$ cat src/rtl/perceptron_train_sequencer_pkg.sv
// Shared types and default sizing for the perceptron training sequencer.
package perceptron_train_sequencer_pkg;

    // Default sizing; the top-level parameters take these unless overridden.
    localparam int DW_DEF        = 32;
    localparam int DEPTH_DEF     = 16;
    localparam int EPW_DEF       = 8;
    localparam int MAX_EPOCH_DEF = 100;

    // Sequencer FSM, 3-bit encoding.
    typedef enum logic [2:0] {
        ST_IDLE   = 3'd0,
        ST_START  = 3'd1,
        ST_RUN    = 3'd2,
        ST_ABORT  = 3'd3,
        ST_FINISH = 3'd4
    } seq_state_e;

    // Address width for a memory of the given depth (at least one bit).
    function automatic int addr_w(input int depth);
        return (depth > 1) ? $clog2(depth) : 1;
    endfunction

endpackage

$ cat src/rtl/perceptron_train_sequencer_sample_mem.sv
// Sample store: DEPTH entries of {x1, x2, t}. One synchronous write port,
// one asynchronous read port. Contents are deliberately not reset so that
// samples survive a reset between runs.
module perceptron_train_sequencer_sample_mem #(
    parameter int DW    = 32,
    parameter int DEPTH = 16,
    parameter int AW    = 4
) (
    input  logic            clk,
    input  logic            we,
    input  logic [AW-1:0]   waddr,
    input  logic [3*DW-1:0] wdata,
    input  logic [AW-1:0]   raddr,
    output logic [3*DW-1:0] rdata
);

    logic [3*DW-1:0] mem [DEPTH];

    // Write port: store one sample per strobe.
    always_ff @(posedge clk) begin
        if (we) begin
            mem[waddr] <= wdata;
        end
    end

    assign rdata = mem[raddr];

endmodule

$ cat src/rtl/perceptron_train_sequencer.sv
// Perceptron training sequencer: holds the training set, kicks off the
// controller, feeds one registered sample per data request, counts weight
// updates per epoch and completed epochs, and aborts runs that fail to
// converge within MAX_EPOCH epochs.
module perceptron_train_sequencer
    import perceptron_train_sequencer_pkg::*;
#(
    parameter int DW        = DW_DEF,
    parameter int DEPTH     = DEPTH_DEF,
    parameter int EPW       = EPW_DEF,
    parameter int MAX_EPOCH = MAX_EPOCH_DEF,
    localparam int AW       = addr_w(DEPTH)
) (
    input  logic           clk,
    input  logic           rst,
    input  logic           start,
    input  logic [AW:0]    n_samples,
    input  logic           wr_en,
    input  logic [AW-1:0]  wr_addr,
    input  logic [DW-1:0]  wr_x1,
    input  logic [DW-1:0]  wr_x2,
    input  logic [DW-1:0]  wr_t,
    output logic           core_start,
    output logic [31:0]    core_n,
    output logic [DW-1:0]  core_x1,
    output logic [DW-1:0]  core_x2,
    output logic [DW-1:0]  core_t,
    input  logic           core_ready,
    input  logic           core_update,
    input  logic           core_reinit,
    input  logic           core_done,
    output logic           core_abort,
    output logic           busy,
    output logic           done,
    output logic           converged,
    output logic           timeout,
    output logic           cfg_err,
    output logic [EPW-1:0] epochs,
    output logic [AW:0]    err_cnt
);

    seq_state_e      state_q, state_d;
    logic [AW:0]     n_q, n_d;
    logic [AW-1:0]   rd_ptr_q, rd_ptr_d;
    logic [DW-1:0]   x1_q, x1_d, x2_q, x2_d, t_q, t_d;
    logic [EPW-1:0]  epochs_q, epochs_d;
    logic [AW:0]     err_cnt_q, err_cnt_d;
    logic [AW:0]     cur_err_q, cur_err_d;
    logic            converged_q, converged_d;
    logic            timeout_q, timeout_d;
    logic            cfg_err_q, cfg_err_d;

    logic            mem_we;
    logic [AW-1:0]   mem_raddr;
    logic [3*DW-1:0] mem_rdata;
    logic            in_run;
    logic            reinit_eff;
    logic            n_ok;
    logic            ptr_last;
    logic [EPW-1:0]  epoch_inc;
    logic [AW:0]     closing_err;

    assign in_run      = (state_q == ST_RUN);
    // core_done beats core_reinit: a converged run never wraps the pointer.
    assign reinit_eff  = in_run && core_reinit && !core_done;
    assign mem_we      = wr_en && (state_q == ST_IDLE);
    assign mem_raddr   = reinit_eff ? '0 : rd_ptr_q;
    assign n_ok        = (n_samples != '0) && (n_samples <= (AW+1)'(DEPTH));
    assign ptr_last    = ({1'b0, rd_ptr_q} == (n_q - (AW+1)'(1)));
    assign epoch_inc   = epochs_q + EPW'(1);
    // An update coinciding with an epoch boundary belongs to the closing epoch.
    assign closing_err = cur_err_q + (AW+1)'(core_update);

    perceptron_train_sequencer_sample_mem #(
        .DW    (DW),
        .DEPTH (DEPTH),
        .AW    (AW)
    ) u_mem (
        .clk   (clk),
        .we    (mem_we),
        .waddr (wr_addr),
        .wdata ({wr_x1, wr_x2, wr_t}),
        .raddr (mem_raddr),
        .rdata (mem_rdata)
    );

    // Next-state, data service and counter updates.
    always_comb begin
        state_d     = state_q;
        n_d         = n_q;
        rd_ptr_d    = rd_ptr_q;
        x1_d        = x1_q;
        x2_d        = x2_q;
        t_d         = t_q;
        epochs_d    = epochs_q;
        err_cnt_d   = err_cnt_q;
        cur_err_d   = cur_err_q;
        converged_d = converged_q;
        timeout_d   = timeout_q;
        cfg_err_d   = 1'b0;

        case (state_q)
            ST_IDLE: begin
                if (start) begin
                    if (n_ok) begin
                        state_d     = ST_START;
                        n_d         = n_samples;
                        converged_d = 1'b0;
                        timeout_d   = 1'b0;
                        epochs_d    = '0;
                        err_cnt_d   = '0;
                        cur_err_d   = '0;
                        rd_ptr_d    = '0;
                    end else begin
                        cfg_err_d = 1'b1;
                    end
                end
            end
            ST_START: begin
                state_d = ST_RUN;
            end
            ST_RUN: begin
                cur_err_d = closing_err;
                // Sample service: an epoch boundary restarts from entry 0.
                if (reinit_eff) begin
                    {x1_d, x2_d, t_d} = mem_rdata;
                    rd_ptr_d = (n_q == (AW+1)'(1)) ? '0 : AW'(1);
                end else if (core_ready) begin
                    {x1_d, x2_d, t_d} = mem_rdata;
                    rd_ptr_d = ptr_last ? '0 : rd_ptr_q + AW'(1);
                end
                // Epoch bookkeeping and run termination.
                if (core_done) begin
                    state_d   = ST_FINISH;
                    epochs_d  = epoch_inc;
                    err_cnt_d = closing_err;
                end else if (core_reinit) begin
                    epochs_d  = epoch_inc;
                    err_cnt_d = closing_err;
                    cur_err_d = '0;
                    if (epoch_inc == EPW'(MAX_EPOCH)) begin
                        state_d = ST_ABORT;
                    end
                end
            end
            ST_ABORT: begin
                timeout_d = 1'b1;
                state_d   = ST_IDLE;
            end
            ST_FINISH: begin
                converged_d = 1'b1;
                state_d     = ST_IDLE;
            end
            default: begin
                state_d = ST_IDLE;
            end
        endcase
    end

    // State and output registers.
    always_ff @(posedge clk or posedge rst) begin
        if (rst) begin
            state_q     <= ST_IDLE;
            n_q         <= '0;
            rd_ptr_q    <= '0;
            x1_q        <= '0;
            x2_q        <= '0;
            t_q         <= '0;
            epochs_q    <= '0;
            err_cnt_q   <= '0;
            cur_err_q   <= '0;
            converged_q <= 1'b0;
            timeout_q   <= 1'b0;
            cfg_err_q   <= 1'b0;
        end else begin
            state_q     <= state_d;
            n_q         <= n_d;
            rd_ptr_q    <= rd_ptr_d;
            x1_q        <= x1_d;
            x2_q        <= x2_d;
            t_q         <= t_d;
            epochs_q    <= epochs_d;
            err_cnt_q   <= err_cnt_d;
            cur_err_q   <= cur_err_d;
            converged_q <= converged_d;
            timeout_q   <= timeout_d;
            cfg_err_q   <= cfg_err_d;
        end
    end

    assign core_start = (state_q == ST_START);
    assign core_abort = (state_q == ST_ABORT);
    assign done       = (state_q == ST_ABORT) || (state_q == ST_FINISH);
    assign busy       = (state_q != ST_IDLE) && (state_q != ST_FINISH);
    assign core_n     = 32'(n_q);
    assign core_x1    = x1_q;
    assign core_x2    = x2_q;
    assign core_t     = t_q;
    assign converged  = converged_q;
    assign timeout    = timeout_q;
    assign cfg_err    = cfg_err_q;
    assign epochs     = epochs_q;
    assign err_cnt    = err_cnt_q;

endmodule
$ cat config.mk
export PLATFORM = sky130hd
export DESIGN_NAME = perceptron_train_sequencer
export DESIGN_NICKNAME = d
export VERILOG_FILES = /design/src/rtl/perceptron_train_sequencer_pkg.sv /design/src/rtl/perceptron_train_sequencer_sample_mem.sv /design/src/rtl/perceptron_train_sequencer.sv
export SDC_FILE = /design/constraint.sdc
export NUM_CORES = 2
export LEC_CHECK = 0
export ABC_AREA = 1
export BUFFER_PORTS_ARGS = -buffer_cell sky130_fd_sc_hd__buf_4
export CAP_MARGIN = 20
export CORE_UTILIZATION = 25
export DETAILED_ROUTE_END_ITERATION = 8
export MAX_ROUTING_LAYER = met4
export SLEW_MARGIN = 5
export SYNTH_ARGS = -nofsm -noshare
export SYNTH_HDL_FRONTEND = slang
export SYNTH_SLANG_ARGS = --single-unit
$ cat constraint.sdc
create_clock -name clk -period 7.9 [get_ports clk]
set_input_delay 1.185 -clock clk [delete_from_list [all_inputs] [get_ports clk]]
set_output_delay 1.185 -clock clk [all_outputs]
set_load 0.02 [all_outputs]
# Yosys cells after proc, flatten, opt, wreduce, memory -nomap -nowiden
# Memories as Yosys holds them, arrays and structs flattened.
# Index checks and enable logic that the tools add are counted.
# classes
mux	42
n_reduce_logical	22
n_lt_le_gt_ge	1
n_addsub	4
eq_ne	13
# op_table
cell	count
2-to-1 mux 32 bit	6
2-to-1 mux 8 bit	4
2-to-1 mux 5 bit	6
2-to-1 mux 4 bit	6
one-hot mux 5 bit (2 select lines)	2
one-hot mux 8 bit (2 select lines)	1
2-to-1 mux 3 bit	5
AND reduction 3 bit	4
AND reduction 4 bit	3
one-hot mux 3 bit (3 select lines)	1
adder 8 x 1 -> 8 bit, second input constant	1
equality test 8 x 7 -> 1 bit, second input constant	1
2-to-1 mux 1 bit	8
one-hot mux 4 bit (2 select lines)	1
nonzero test 2 bit	4
equality test 3 x 2 -> 1 bit, second input constant	2
inequality test 3 x 2 -> 1 bit, second input constant	2
inequality test 3 bit, second input constant	2
adder 5 x 1 -> 5 bit	1
equality test 4 x 5 -> 1 bit	1
equality test 5 x 1 -> 1 bit, second input constant	1
less-or-equal comparator 5 bit, second input constant	1
logical AND 1 bit	5
nonzero test 5 bit	1
11 further kinds	13
# word_totals
mem_count	1
input_bits	113
reg_bits	129
mem_bits_rw	1536
wordCells	95
# mem_list
memory	words	width	rd	rd_ports_with_merged_regs	write_ports	line_no	text
u_mem.mem	16	96	1	0	1	perceptron_train_sequencer_sample_mem.sv:17	logic [3*DW-1:0] mem [DEPTH];

# Longest topological paths before layout
# An unclocked memory read counts as a cell.
# logic_depth
word_depth	7
mapped_depth	13

# Modules after synthesis
# A second synthesis with hierarchy kept.
# hier_totals
cells_unflattened	6898
hier_area_um2	71389.7
# modules_own_cells
mod	cells_each	instances	area_per_inst_um2
perceptron_train_sequencer_sample_mem	6206	1	65721.8
perceptron_train_sequencer	692	1	5667.9

# Worst setup path after synthesis
# Ideal clock, no wire load.
# synth_timing
kind	in2reg
start	input port wr_en
end	memory u_mem.mem[0][0] in the netlist's numbering, enable pin
path_buffers	0
cell_stages	3
arrival_time_ns	5.527
setup_time_ns	0.552
path_slack_ns	1.821
t_required_ns	7.348
cell_sequence	and3_1 > nand3_1 > nor2_1
# synth_via
elab_chain_cells	3
# synth_rtl
item	line_no	text
from (decl)	perceptron_train_sequencer.sv:18	input logic wr_en,
logical AND 1 bit	perceptron_train_sequencer.sv:66	assign mem_we = wr_en && (state_q == ST_IDLE);
2-to-1 mux 1 bit	perceptron_train_sequencer_sample_mem.sv:21	if (we) begin
2-to-1 mux 1 bit (not written as such)	perceptron_train_sequencer_sample_mem.sv:22	mem[waddr] <= wdata;
to (decl)	perceptron_train_sequencer_sample_mem.sv:17	
# No other way between the ends.

# Worst setup path after layout
# layout_timing
start	register rd_ptr_q[0]
end	register x1_q[8] (netlist: core_x1[8])
# layout_via
elab_chain_cells	4
# layout_rtl
item	line_no	text
from (decl)	perceptron_train_sequencer.sv:44	logic [AW-1:0] rd_ptr_q, rd_ptr_d;
from (signal assigned)	perceptron_train_sequencer.sv:178	rd_ptr_q <= rd_ptr_d;
2-to-1 mux 4 bit (*)	perceptron_train_sequencer.sv:67	assign mem_raddr = reinit_eff ? '0 : rd_ptr_q;
memory (16 x 96 bit) (*)	-	
2-to-1 mux 32 bit	perceptron_train_sequencer.sv:128	end else if (core_ready) begin
2-to-1 mux 32 bit (*)	perceptron_train_sequencer.sv:125	if (reinit_eff) begin
to (signal assigned)	perceptron_train_sequencer.sv:166	x1_q <= '0;
to (signal assigned)	perceptron_train_sequencer.sv:179	x1_q <= x1_d;
to (decl)	perceptron_train_sequencer.sv:45	logic [DW-1:0] x1_q, x1_d, x2_q, x2_d, t_q, t_d;
# Mark *: on every way between the ends. The rest lies on a longest branch, timed or not. The select of a mux whose other input is x is not followed.
# A chain may end at the register's enable or synchronous reset.

==> flow_metrics.tcl <==
set metrics [dict create \
    layout-area-overhead-vs-synth_pct 15.8 \
    slew_of_the_pin_with_the_lowest_slew_margin_ns 1.13 \
    path_cells "buf_4 > buf_4 > buf_4 > or2_2 > o2111ai_1 > nand3_1 > nand3_1 > nand2_1 > nand2_1 > nand2_1" \
    row_count 196 \
    drc 0 \
    synth-edff-count 1536 \
    layout_common_cells "1536 x sky130_fd_sc_hd__edfxtp_1, 1457 x sky130_fd_sc_hd__nand3_1, 904 x sky130_fd_sc_hd__nand2_1" \
    synth.largest_area_cell "sky130_fd_sc_hd__edfxtp_1" \
    final-hold-violation-count 0 \
    cp.depth 10 \
    maxSlewViolCount 0 \
    port_buffers 233 \
    number_of_warning_messages_in_the_yosys_log 0 \
    fp.coreArea_sq_um 285000 \
    power_per_cell_area_nw_per_um2 316 \
    die_w_um 537 \
    firstDrtPassIters 6 \
    post_synth.cell_area_avg_sq_um 11.4 \
    yosys.area.top_type_share 0.645 \
    initial_core_util 0.251 \
    finalClockSkew_ns 0.0445 \
    postRouteAntennaNets 0 \
    post-cts-setup-buffer-count 0 \
    crit_slowest_cell "sky130_fd_sc_hd__buf_4" \
    antenna_found_initial 41 \
    timing.setup.tns_ns 0 \
    timing.final.ws_setup_ns 3.45 \
    placement.setup.worst_slack_ns 3.02 \
    crit_end "core_x1[8]$_DFFE_PP0P_" \
    die_y_um 537 \
    detailroute.via_count 48000 \
    cp_max_fo 102 \
    synth_area_leaders "sky130_fd_sc_hd__edfxtp_1 64%, sky130_fd_sc_hd__nand3_1 10%, sky130_fd_sc_hd__nand2_1 4.7%" \
    drt-vias-per-instance 4.68 \
    relSlewSlack 0.248 \
    min_period_ns 4.45 \
    cp_max_stage_delay_ns 0.95 \
    grt_first_pass_wirelength_um 315000 \
    ffs_latches_synth 1665 \
    critical_path.reg2reg.endpoint "core_x1[8]$_DFFE_PP0P_" \
    gp_routability_congestion 0.762 \
    netlist_area_sq_um 71500 \
    synth_cells 6275 \
    dp.final_hpwl_um 98100 \
    worstSetupPathType "reg2reg" \
    reg2regPathDepth 10 \
    setup.worst_path.start_class "flip-flop" \
    synth_ff_type "sky130_fd_sc_hd__edfxtp_1" \
    vdd_ir_drop_max_uv 275 \
    first_iter_violations 4571 \
    crit_buf_inv 3 \
    hold_buffers 0 \
    cts.sinks 1665 \
    synth.distinct_cells 33 \
    worst_ep_required_ns 8.61 \
    drt_wl_total_um 216000 \
    final_common_cell "sky130_fd_sc_hd__edfxtp_1" \
    clk-insertion-delay-late_ns 0.84 \
    max_freq_mhz 225 \
    cts-buffers-inserted 176 \
    drive_gt1_frac 0.133 \
    cts.repair.resized 0 \
    htreeDepth 4 \
    rsz0062_at_grt "no" \
    globalRoute.totalOverflow 0 \
    design.final.nets 6436 \
    cpLargestDelayFamily "buffers and inverters" \
    cts.reportedPaths.clkPinSlew_ns 0.06 \
    synth.yosys.seq_area_share 0.690 \
    maxCapViolCount 0 \
    worstPathArrival_ns 5.16 \
    clk_path_buf_depth 3 \
    pin_count 261 \
    reg2reg_from "rd_ptr_q[0]$_DFFE_PP0P_" \
    r2r_setup_slack_ns 3.45 \
    grt_pass1_vias 46400 \
    critical_path.startpoint "rd_ptr_q[0]$_DFFE_PP0P_" \
    grtUsageTotal 0.151 \
    post-route-period-util 0.563 \
    worstHoldPathType "in2async" \
    dieArea_sq_um 288000 \
    grt_max_degree 215 \
    cts-root-buf "sky130_fd_sc_hd__clkbuf_16" \
    static-leakage-power_uw 0.0317 \
    wl_per_cell_um 21.0 \
    finalSetupViolCount 0 \
    tritoncts "yes" \
    outcome "finished clean" \
    postSynth.asyncResetShare 0.0775 \
    cp-end-kind "flip-flop" \
]
==> metal layers <==
layer	up-vias	track usage	part of all wire
met2	1949	0.246	0.48
met5	-	-	0
met4	0	0.0473	0.025
li1	21700	-	-
met3	353	0.0282	0.075
met1	24000	0.189	0.42
==> per-stage QoR <==
| step | total power [uW] | hold slack (ns) | instances | utilization | instance area, sq um |
|---|---|---|---|---|---|
| detailed placement | 18100 | 0.471 | 9900 | 0.270 | 77000 |
| global route | 27500 | 0.389 | 10300 | 0.291 | 82800 |
| floorplan | 15500 | 0.479 | 6301 | - | 71600 |
| CTS | 26400 | 0.358 | 10200 | 0.291 | 82800 |
| finish | 26200 | 0.388 | 10300 | 0.291 | 82800 |
| global placement | 18100 | 0.462 | 9899 | 0.270 | 77000 |
==> final cells by class <==
cell class              instances  area [sq um]
multi-input cells            3370         17300
well taps                    3762          4710
clock buffers                 255          4910
repair buffers                289          2540
inverters                     815          3090
diodes                         28          70.1
clock inverters                72           857
flip-flops and latches       1665         49400
fillers                     28600        202000
==> cells in the mapped netlist, types with 4 or more instances <==
cell type / instances
sky130_fd_sc_hd__clkbuf_1: 175
sky130_fd_sc_hd__or2_2: 290
sky130_fd_sc_hd__xor2_1: 8
sky130_fd_sc_hd__o2111ai_1: 192
sky130_fd_sc_hd__buf_4: 29
sky130_fd_sc_hd__nor3_1: 4
sky130_fd_sc_hd__nand2_1: 904
sky130_fd_sc_hd__nand4_1: 5
sky130_fd_sc_hd__nor2_1: 226
sky130_fd_sc_hd__inv_1: 811
sky130_fd_sc_hd__dfrtp_1: 129
sky130_fd_sc_hd__buf_2: 196
sky130_fd_sc_hd__ha_1: 6
sky130_fd_sc_hd__inv_2: 4
sky130_fd_sc_hd__nand3_1: 1457
sky130_fd_sc_hd__o21ai_0: 28
sky130_fd_sc_hd__o22ai_1: 5
sky130_fd_sc_hd__edfxtp_1: 1536
sky130_fd_sc_hd__buf_1: 48
sky130_fd_sc_hd__nand3b_1: 192
sky130_fd_sc_hd__a21oi_1: 7
==> flip-flops by register name, indices dropped and copies added (netlist names) <==
name	flops
u_mem.mem	1536
core_t	32
core_x1	32
core_x2	32
epochs	8
cur_err_q	5
err_cnt	5
n_q	5
rd_ptr_q	4
state_q	3
cfg_err	1
converged	1
timeout	1
==> how the worst min path moves through the flow <==
stage | endpoint | slack, ns | cells after the start
after detailed placement | core_x1[17]$_DFFE_PP0P_ | 0.47 | 2
after CTS | core_x2[6]$_DFFE_PP0P_ | 0.36 | 2
after floorplan | cur_err_q[0]$_DFFE_PP0P_ | 0.48 | 2
after global placement | timeout$_DFFE_PP0P_ | 0.46 | 2
after global routing | core_x2[8]$_DFFE_PP0P_ | 0.39 | 2
final | core_x2[6]$_DFFE_PP0P_ | 0.39 | 2
==> power breakdown <==
group          total, uW  leakage [uW]  internal (uW)  switching [uW]
registers          10500        0.0155          10100             405
logic               7500        0.0134           2330            5170
clock network       8210       0.00279           4610            3600
==> kinds of logic (layout without fill, tap and decap cells) <==
family / count (synthesis) / after routing / synth area share
compound gates: 237 / 237 / 0.0269
flops: 1665 / 1665 / 0.690
buf+inv: 1266 / 1431 / 0.0716
simple gates: 3089 / 3089 / 0.209
fa+ha+maj: 6 / 6 / 0.00105
other cells: 1 / 55 / 0.0000524
xor+xnor: 11 / 11 / 0.00135
(Power assumes the default switching activity.)
